`config.mk`:
```
export PLATFORM = sky130hd
export DESIGN_NAME = decode_prefix_buf
export DESIGN_NICKNAME = d
export VERILOG_FILES = /design/src/rtl/decode_prefix_buf.sv
export SDC_FILE = /design/constraint.sdc
export NUM_CORES = 1
export LEC_CHECK = 0
export ABC_CLOCK_PERIOD_IN_PS = 2700
export CORE_UTILIZATION = 45
export DETAILED_ROUTE_END_ITERATION = 10
export PLACE_DENSITY_LB_ADDON = 0.05
export SKIP_LAST_GASP = 1
export SYNTH_ARGS = -nofsm -noshare
export SYNTH_HDL_FRONTEND = slang
export SYNTH_SLANG_ARGS = --single-unit
export TNS_END_PERCENT = 10
```
`constraint.sdc`:
```
create_clock -name clk -period 2.7 [get_ports clk]
set_input_delay 0.27 -clock clk [delete_from_list [all_inputs] [get_ports clk]]
set_output_delay 0.27 -clock clk [all_outputs]
set_load 0.05 [all_outputs]
```
`src/rtl/decode_prefix_buf.sv`:
```
`default_nettype none
// ============================================================================
// Module   : decode_prefix_buf
// Brief    : Byte-serial front end; strips legacy prefixes / 0x0F escape into
//            flags and packs body bytes into a 72-bit window for decode.
// Revision : 1.0 - initial release
// ============================================================================
module decode_prefix_buf (
    input  logic        clk,
    input  logic        rst,
    input  logic [7:0]  byte_in,
    input  logic        byte_valid,
    input  logic        byte_last,
    output logic        byte_ready,
    output logic        instr_valid,
    input  logic        instr_ready,
    output logic [71:0] unescaped_instr,
    output logic        escaped,
    output logic        prefix_operand_16bit,
    output logic        prefix_address_16bit,
    output logic        prefix_lock,
    output logic        prefix_rep,
    output logic        prefix_repne,
    output logic [3:0]  instr_len,
    output logic        instr_err
);
    localparam logic [1:0] S_PREFIX = 2'd0;
    localparam logic [1:0] S_BODY   = 2'd1;
    localparam logic [1:0] S_HOLD   = 2'd2;

    localparam logic [3:0] C_SLOTS   = 4'd9;
    localparam logic [3:0] C_LEN_MAX = 4'd15;

    logic [1:0]  r_state;
    logic        r_byte_ready;
    logic        r_instr_valid;
    logic [71:0] r_window;
    logic [3:0]  r_idx;
    logic [3:0]  r_len;
    logic        r_err;
    logic        r_escaped;
    logic        r_op16;
    logic        r_addr16;
    logic        r_lock;
    logic        r_rep;
    logic        r_repne;

    logic        w_accept;
    logic        w_in_prefix;
    logic        w_flag_prefix;
    logic        w_seg_prefix;
    logic        w_escape;
    logic        w_body;
    logic        w_store;
    logic        w_overflow;
    logic        w_len_err;
    logic        w_empty_err;
    logic [3:0]  w_idx_next;

    assign w_accept    = byte_valid && r_byte_ready;
    assign w_in_prefix = (r_state == S_PREFIX);

    always_comb begin
        w_flag_prefix = 1'b0;
        w_seg_prefix  = 1'b0;
        case (byte_in)
            8'h66, 8'h67, 8'hF0, 8'hF2, 8'hF3:       w_flag_prefix = 1'b1;
            8'h26, 8'h2E, 8'h36, 8'h3E, 8'h64, 8'h65: w_seg_prefix  = 1'b1;
            default: ;
        endcase
    end

    // Prefix and escape decoding only applies before the first body byte.
    assign w_escape    = w_in_prefix && (byte_in == 8'h0F);
    assign w_body      = !(w_in_prefix && (w_flag_prefix || w_seg_prefix)) && !w_escape;
    assign w_store     = w_accept && w_body && (r_idx < C_SLOTS);
    assign w_overflow  = w_accept && w_body && (r_idx == C_SLOTS);
    assign w_idx_next  = w_store ? (r_idx + 4'd1) : r_idx;
    assign w_len_err   = w_accept && (r_len == C_LEN_MAX) && !byte_last;
    assign w_empty_err = w_accept && byte_last && (w_idx_next == 4'd0);

    always_ff @(posedge clk or posedge rst) begin
        if (rst) begin
            r_state       <= S_PREFIX;
            r_byte_ready  <= 1'b1;
            r_instr_valid <= 1'b0;
            r_window      <= '0;
            r_idx         <= '0;
            r_len         <= '0;
            r_err         <= 1'b0;
            r_escaped     <= 1'b0;
            r_op16        <= 1'b0;
            r_addr16      <= 1'b0;
            r_lock        <= 1'b0;
            r_rep         <= 1'b0;
            r_repne       <= 1'b0;
        end else if (r_state == S_HOLD) begin
            if (instr_ready) begin
                r_state       <= S_PREFIX;
                r_byte_ready  <= 1'b1;
                r_instr_valid <= 1'b0;
                r_window      <= '0;
                r_idx         <= '0;
                r_len         <= '0;
                r_err         <= 1'b0;
                r_escaped     <= 1'b0;
                r_op16        <= 1'b0;
                r_addr16      <= 1'b0;
                r_lock        <= 1'b0;
                r_rep         <= 1'b0;
                r_repne       <= 1'b0;
            end
        end else if (w_accept) begin
            if (r_len != C_LEN_MAX) begin
                r_len <= r_len + 4'd1;
            end
            if (w_in_prefix) begin
                case (byte_in)
                    8'h66: r_op16   <= 1'b1;
                    8'h67: r_addr16 <= 1'b1;
                    8'hF0: r_lock   <= 1'b1;
                    8'hF2: begin r_repne <= 1'b1; r_rep <= 1'b0; end
                    8'hF3: begin r_rep   <= 1'b1; r_repne <= 1'b0; end
                    8'h0F: r_escaped <= 1'b1;
                    default: ;
                endcase
            end
            for (int k = 0; k < 9; k++) begin
                if (w_store && (r_idx == 4'(k))) begin
                    r_window[8*k +: 8] <= byte_in;
                end
            end
            r_idx <= w_idx_next;
            if (w_overflow || w_len_err || w_empty_err) begin
                r_err <= 1'b1;
            end
            if (byte_last) begin
                r_state       <= S_HOLD;
                r_byte_ready  <= 1'b0;
                r_instr_valid <= 1'b1;
            end else if (w_in_prefix && (w_escape || w_body)) begin
                r_state <= S_BODY;
            end
        end
    end

    assign byte_ready           = r_byte_ready;
    assign instr_valid          = r_instr_valid;
    assign unescaped_instr      = r_window;
    assign escaped              = r_escaped;
    assign prefix_operand_16bit = r_op16;
    assign prefix_address_16bit = r_addr16;
    assign prefix_lock          = r_lock;
    assign prefix_rep           = r_rep;
    assign prefix_repne         = r_repne;
    assign instr_len            = r_len;
    assign instr_err            = r_err;
endmodule
`default_nettype wire

```
-- After elaboration in Yosys (flattened, before gate mapping)
Index checks and enable logic that the tools add are counted.
W data, S select, Z words.
- add/sub/neg operators: 2
- order comparisons: 1
- eq/ne operators: 25
- mux-type cells: 61
- reduce and logical (&&, ||, !) cells: 72
- operators by type and width (operator ; number):
    $mux W72 ; 3
    $mux W8 ; 9
    $reduce_and A3 Y1 ; 13
    $reduce_bool A2 Y1 ; 18
    $mux W1 ; 35
    $eq A8 B6 Y1 const B ; 4
    $eq A8 B7 Y1 const B ; 4
    $mux W4 ; 7
    $eq A8 B8 Y1 const B ; 3
    $logic_and A1 B1 Y1 ; 21
    $reduce_and A4 Y1 ; 5
    $eq A4 B3 Y1 const B ; 4
    $eq A4 B4 Y1 const B ; 3
    $mux W2 ; 5
    $add A4 B1 Y4 const B ; 2
    $eq A4 B2 Y1 const B ; 2
    $eq A8 B4 Y1 const B ; 1
    $logic_not A4 Y1 ; 2
    $reduce_bool A3 Y1 ; 2
    $reduce_or A6 Y1 ; 1
    $reduce_or A5 Y1 ; 1
    $eq A4 B1 Y1 const B ; 1
    $logic_or A1 B1 Y1 ; 4
    $lt A4 B4 Y1 const B ; 1
    7 further kinds ; 10
- bits in registers: 91
- input bits: 13
- output and inout port bits: 85
- word-level logic and storage cells: 182

-- Longest topological paths before layout
Gate-level depths: netlist of run 1.
- word-level depth: 16
- depth in mapped cells: 8
- gate-level depth less buffers: 7

-- Worst setup path after synthesis of run 1
No wires, ideal clock.
- path type: flip-flop to flip-flop
- start: register r_byte_ready, in the netlist byte_ready
- end: register r_window[0], in the netlist unescaped_instr[0]
- library setup time: 0.131 ns
- data arrival time: 1.965 ns
- data required time: 2.569 ns
- path slack: 0.603 ns
- stages on the path, launching flop included: 9
- buffers on the path: 2
- clock period less this slack: 2.097 ns
- path through: dfstp_2 -> and2_1 -> clkbuf_1 -> nand2_1 -> nand2_1 -> o311a_4 -> buf_12 -> nand3_4 -> mux2i_1
- word-level cells in the longest chain between the ends: 6
- elaborated cells between the ends (all ways): 7
- those cells by class: reduce/logical (7)
- ends and longest elaborated chain (what ; line ; text):
    start, declared ; 35 ; logic r_byte_ready;
    start signal, assigned ; 85 ; r_byte_ready <= 1'b1;
    start signal, assigned ; 100 ; r_byte_ready <= 1'b1;
    start signal, assigned ; 139 ; r_byte_ready <= 1'b0;
    $logic_and A1 B1 Y1 (*) ; 60 ; assign w_accept = byte_valid && r_byte_ready;
    $logic_and A1 B1 Y1 (2 in a row) ; 76 ; assign w_store = w_accept && w_body && (r_idx < C_SLOTS);
    $logic_and A1 B1 Y1 ; 129 ; if (w_store && (r_idx == 4'(k))) begin
    $reduce_bool A2 Y1 (no line) ; -- ;
    $reduce_and A3 Y1 (no line) (*) ; -- ;
    end signal, assigned by index ; 130 ; r_window[8*k +: 8] <= byte_in;
    end, declared ; 37 ; logic [71:0] r_window;
Every way passes the cells marked *; elsewhere a longest branch is shown, timed or not.
A chain may end at the register's enable or synchronous reset.

-- Final worst setup path of run 1
- start: input byte_in[2]
- end: register r_window[3], in the netlist unescaped_instr[3]
- word-level cells in the longest chain between the ends: 12
- elaborated cells between the ends (all ways): 27
- those cells by class: eq/ne (12); mux (2); reduce/logical (13)
- ends and longest elaborated chain (what ; line ; text):
    start, declared ; 11 ; input logic [7:0] byte_in,
    $eq A8 B6 Y1 (tied with other cells) ; 66 ; case (byte_in)
    $reduce_or A6 Y1 / $reduce_or A5 Y1 (equally long branches) ; 66 ;
    $mux W1 ; 66 ;
    $logic_or A1 B1 Y1 ; 75 ; assign w_body = !(w_in_prefix && (w_flag_prefix || w_seg_prefix)) && !w_escape;
    $logic_and A1 B1 Y1 ; 75 ;
    $logic_not A1 Y1 ; 75 ;
    $logic_and A1 B1 Y1 (*) ; 75 ;
    $logic_and A1 B1 Y1 (*) (2 in a row) ; 76 ;
    $logic_and A1 B1 Y1 (*) ; 129 ;
    $reduce_bool A2 Y1 (no line) (*) ; -- ;
    $reduce_and A3 Y1 (no line) (*) ; -- ;
Marked as above.

==> results.cfg, run 1 <==
[final_layout]
finalInstanceArea_sq_mm = 0.005568
fillers = 802
final_cells = 609
area_growth_syn_to_layout_pct = 29.74
diodes = 0
drive_above_1_share_pct = 7.708
seq_area_sq_mm = 0.002278
final_util_pct = 60.26
finalNetCount = 494
multiInputGateArea_sq_mm = 0.001859

[yosys]
yosysTopAreaCellShare_pct = 52.48
synthFlopType = dfrtp_1
yosys.area.top_type = dfrtp_1
synth_cell_types = 48
netlist_top_cells_area = dfrtp_1 52%, mux2i_1 17%, nand2_1 8.0%
synth_seq_cells = 91
syn_area_sq_mm = 0.004292
syn_nets = 397
synth_edf_count = 0
synth_cells = 378
ys_warn_count = 0
synthArstFlopShare_pct = 100.0
synth-seq-area-share_pct = 53.09
syn_area_per_cell_sq_um = 11.35

[global_route]
grt_usage_pct = 22.47
grt_pass1_vias = 3172
overflow = 0
grt_max_degree = 73
antenna_found_initial = 0
grt_pass1_wl_um = 16910

[die]
coreArea_sq_mm = 0.009240
start_util_pct = 46.45
die_h_um = 99.66
ioPinCount = 98
dieArea_sq_mm = 0.009931
die_w_um = 99.66
rows = 35

[route]
dr.pass1.iters = 5
drcViolationCount = 0
ant_nets = 0
vias = 3113
drtIter0Drc = 118
wirelength_um = 10490
vias_per_cell = 5.112
wire_per_inst_um = 17.22

[clocking]
cts_root_buf = clkbuf_8
cts_tree = yes
cts.hold.buffers_added = 0
clk_pin_slew_ns = 0.09
cts_buffer_depth = 2
cts_sinks = 91
worstSkewPairLatency_ns = 0.35
ctsResizeCount = 0
htreeDepth = 3
cts_setup_buffers = 0
numCtsBuffers = 9

[worst_setup_path]
cp_data_arrival_time_ns = 2.53
required_ns = 2.96
critPathCapture = unescaped_instr[3]$_DFFE_PP0P_
r2r_end = unescaped_instr[3]$_DFFE_PP0P_
crit_path_max_fanout = 9
critPathKind = in2reg
cp-end-kind = flip-flop
r2r_setup_slack_ns = 0.51
startpoint_type = input port
regToRegStartpoint = r_state[1]$_DFFE_PP0P_
r2r.worst_path.cells = 6
startpoint = byte_in[2]

[placement]
routabilityCongestion = 0.8331
dpl.hpwl_um = 7125
dpl-instance-area_sq_mm = 0.005344
port_buffers = 97
placed_cells = 593

[job]
maxCapViolCount = 0

[sta]
setup_tns_ns = 0
holdWs_ns = 0.2038
finalHoldViolCount = 0
slew_viol_final = 0
skew_ns = 0.005026
fmax_ghz = 0.4410
max_slew_margin_pct = 50.38
setup_violations = 0
fin_crit_sh_pct = 83.99
rsz0062_at_grt = no
worst_pin_slew_ns = 0.7428
min_period_ns = 2.268

[min_path]
min_path_type = in2async

[pwr]
pwr-share-clk_pct = 41.4
switching_power_uw = 566.0
swShare_pct = 22.72
p_int_uw = 1926
p_leak_uw = 0.002868
power_density_mw_per_mm2 = 447.5
max-vdd-ir-drop_mv = 0.2276
seqPwrFrac_pct = 54.6
pwr-share-comb_pct = 4.0

[status]
status = completed
## placed cells by master, fill, tap and decap left out, types with 4 or more instances in the layout
cell,Yosys,routed
buf_4,5,4
nand3_1,6,6
nor2_1,16,16
a31oi_1,4,4
nor2b_1,4,4
a21oi_1,8,8
inv_1,6,5
dfrtp_1,90,90
nand2_1,92,92
o21ai_1,4,4
nand3_4,9,9
clkbuf_8,0,9
and3_1,4,4
clkdlybuf4s50_1,0,97
ha_1,6,6
mux2i_1,74,74
## state kept, by name, summed over array words and instances, names as in the netlist
name	flops
escaped	1
prefix_lock	1
instr_valid	1
prefix_repne	1
prefix_operand_16bit	1
byte_ready	1
instr_err	1
r_idx	4
r_state	2
unescaped_instr	72
instr_len	4
prefix_address_16bit	1
prefix_rep	1
## per-layer routing
| metal | global-route usage (%) | vias up | share of wire, % |
|---|---|---|---|
| met1 | 32.46 | 1527 | 47 |
| met2 | 34.67 | 83 | 47 |
| met3 | 4.146 | 9 | 4.7 |
| met4 | 6.448 | 0 | 1.0 |
| met5 | 0 | - | 0 |
| li1 | - | 1494 | - |
## synth_stat cells (all sizes together), types with 2 or more instances
master / count
a21oi: 8
o21a: 2
nand2b: 2
a31oi: 4
nand3b: 3
dlygate4sd1: 2
inv: 6
mux2i: 74
ha: 6
dfrtp: 90
or3b: 2
o21ai: 7
nor2: 17
or2: 3
nand2: 93
and3: 4
nand3: 15
buf: 12
nor2b: 4
nor3: 3
o22ai: 2
## worst max-delay path: stages
cell and delay (ns):
clkdlybuf4s50_1 0.52, or3b_4 0.42, nor4b_4 0.30, a211oi_2 0.11, o311a_4 0.45, nand3_4 0.23
mux2i_1 0.22
## power by group through the flow
stage / logic (uW) / clock network [uW] / registers, uW
after global routing: 110 / 1130 / 1360
after CTS: 102 / 1060 / 1360
after global placement: 102 / 0 / 1390
final: 99.4 / 1030 / 1360
after detailed placement: 102 / 0 / 1390
after floorplan: 45.7 / 0 / 1390
## how the worst min path moves through the flow
stage,end,cells after the start,startpoint
3_3_place_gp,instr_valid$_DFFE_PP0P_,1,instr_valid$_DFFE_PP0P_
6_report,instr_valid$_DFFE_PP0P_,2,rst
3_5_place_dp,byte_ready$_DFFE_PP1P_,2,byte_ready$_DFFE_PP1P_
2_1_floorplan,r_state[0]$_DFFE_PP0P_,1,byte_last
5_1_grt,instr_valid$_DFFE_PP0P_,2,rst
4_1_cts,instr_valid$_DFFE_PP0P_,2,rst
## cell type report
cell class / count / area share (%)
flip-flops and latches: 91 / 40.92
multi-input cells: 265 / 33.39
repair buffers: 102 / 18.34
well taps: 129 / 2.899
clock buffers: 10 / 2.292
clock inverters: 6 / 1.730
inverters: 6 / 0.4270
## cell families (layout without fill, tap and decap cells)
kind of cell,Yosys count,count (layout),synth area share (%)
adders and majority gates,6,6,1.749
AOI/OAI and AO/OA,32,32,5.219
DFF,91,91,53.09
buffers and inverters,22,124,3.586
muxes,74,74,17.26
and+or+nand+nor,152,152,18.89
xor gates and xnor gates,1,1,0.2041
## stage by stage
step	total power, uW	setup WS (ns)
6_report	2492	0.4324
5_1_grt	2597	0.3161
4_1_cts	2527	0.4361
3_5_place_dp	1491	0.07415
3_3_place_gp	1490	0.1484
2_1_floorplan	1435	0.06805
Power figures use the tool's default switching activity.
==> inputs of run 2 (changes only) <==
- ABC_CLOCK_PERIOD_IN_PS: 2700 -> 2200
- CORE_UTILIZATION: 45 -> 50
- clock period: 2.7 -> 2.2 ns (I/O delays scaled with it)
==> run 2 against run 1 <==
  * Sequential power grew 23%
  * Global-route usage increased by 2.0 points
  * Non-clock buffer count rose by 17
  * Flip-flop and latch count stayed put
  * Combinational power is 40% higher
  * Sequential share of layout area shrank 0.70 points
  * Critical endpoint is now unescaped_instr[44]$_DFFE_PP0P_
  * Highest routed layer unchanged
==> results.cfg, run 2 (synthesized netlist as in run 1, its figures left out) <==
[pwr]
p_leak_uw = 0.002951
seqPwrFrac_pct = 58.5
pwr-share-clk_pct = 36.6
switching_power_uw = 714.2
max-vdd-ir-drop_mv = 0.3310
power_density_mw_per_mm2 = 504.3
p_int_uw = 2143
swShare_pct = 25.00
pwr-share-comb_pct = 4.9

[worst_setup_path]
cp_slowest_cell = clkdlybuf4s50_1
crit_path_max_fanout = 8
required_ns = 2.47
path_cells = clkdlybuf4s50_1, or2b_1, o22ai_1, a211oi_4, o311a_4, nand3_4, mux2i_1
critPathKind = in2reg
cp-end-kind = flip-flop
cp_slowest_stage_delay_ns = 0.53
startpoint_type = input port
cp_data_arrival_time_ns = 2.36

[clocking]
cts_tree = yes
worstSkewPairLatency_ns = 0.36
htreeDepth = 3
cts_sinks = 91
cts_root_buf = clkbuf_8
cts_buffer_depth = 2
clk_pin_slew_ns = 0.09
numCtsBuffers = 9

[route]
ant_nets = 0
wirelength_um = 10520
wire_per_inst_um = 17.45
drtIter0Drc = 160
vias = 3288
dr.pass1.iters = 4
vias_per_cell = 5.453
drcViolationCount = 0

[global_route]
antenna_found_initial = 0
grt_pass1_wl_um = 16370
grt_pass1_vias = 3218
grt_max_degree = 68
grt_usage_pct = 24.49
overflow = 0

[final_layout]
diodes = 0
most-common-layout-cells = 94 x clkdlybuf4s50_1, 92 x nand2_1, 90 x dfrtp_1
layout_commonest_cell = clkdlybuf4s50_1
final_cells = 603
finalNetCount = 512
area_growth_syn_to_layout_pct = 32.01
drive_above_1_share_pct = 11.45
final_util_pct = 68.61
largest_register_ffs = 72

[die]
coreArea_sq_mm = 0.008258
die_h_um = 94.65
dieArea_sq_mm = 0.008958
rows = 33
die_w_um = 94.65
ioPinCount = 98
start_util_pct = 51.97

[sta]
holdWs_ns = 0.2911
fin_ws_ns = 0.1064
min_period_ns = 2.094
max_slew_margin_pct = 60.63
fmax_ghz = 0.4776
finalHoldViolCount = 0
fin_crit_sh_pct = 95.16
slew_viol_final = 0
worst_pin_slew_ns = 0.5905
skew_ns = 0.01272
setup_violations = 0

[min_path]
min_path_type = in2async

[placement]
placed_cells = 586
dpl.hpwl_um = 6943
pre_cts_ws_ns = -0.3515
port_buffers = 97
routabilityCongestion = 0.8723

[status]
status = completed

[job]
maxCapViolCount = 0
-- run 2: layout make-up --
| cell class | instances | area [sq um] |
|---|---|---|
| timing repair buffer | 119 | 1156 |
| inverter | 6 | 26.28 |
| multi-input combinational | 266 | 1896 |
| fill | 658 | 2592 |
| tap | 105 | 131.4 |
| clock buffer | 10 | 127.6 |
| sequential | 91 | 2278 |
| clock inverter | 6 | 50.05 |
-- run 2: metal layers --
metal / GRT usage (%) / vias up / routed length (um)
li1: - / 1535 / -
met1: 34.55 / 1630 / 4746
met2: 37.53 / 108 / 4896
met3: 5.314 / 15 / 743
met4: 8.207 / 0 / 136
met5: 0 / - / 0
-- run 2: path summary, 6_finish.rpt --
check,endpoint,slack (ns),from,cells past startpoint
max,unescaped_instr[44]$_DFFE_PP0P_,0.11,byte_in[5],7
min,unescaped_instr[51]$_DFFE_PP0P_,0.29,rst,3
max reg2reg,unescaped_instr[0]$_DFFE_PP0P_,0.12,r_idx[0]$_DFFE_PP0P_,7
min reg2reg,prefix_rep$_DFFE_PP0P_,0.51,prefix_rep$_DFFE_PP0P_,1
max in group asynchronous,unescaped_instr[34]$_DFFE_PP0P_,1.60,rst,3
min in group clk,escaped$_DFFE_PP0P_,0.42,byte_in[7],5
-- run 2: worst max-delay path, delay by kind of cell --
kind	cells	cell delay [ns]
buffers and inverters	1	0.53
and+or+nand+nor	2	0.45
AOI/OAI and AO/OA	3	0.92
muxes	1	0.23
-- run 2: timing repair --
item	4_1_cts	5_1_grt
resized for setup	0	7
setup endpoints to repair	0	66
buffers inserted	0	0
hold buffers	0	0
-- run 2: through the flow --
stage / setup TNS [ns] / power, uW / cell area (sq um)
after floorplan: 0 / 1761 / 4295
after global placement: -18.17 / 1843 / 5444
after detailed placement: -23.10 / 1844 / 5444
after CTS: 0 / 2865 / 5622
after global routing: -0.2050 / 2939 / 5665
final: 0 / 2857 / 5665
-- run 2: power by group through the flow --
stage / Clock (uW) / Sequential [uW] / Combinational, uW
6_report: 1050 / 1670 / 139
3_5_place_dp: 0 / 1700 / 140
2_1_floorplan: 0 / 1700 / 56.5
3_3_place_gp: 0 / 1700 / 139
4_1_cts: 1050 / 1670 / 140
5_1_grt: 1120 / 1670 / 152
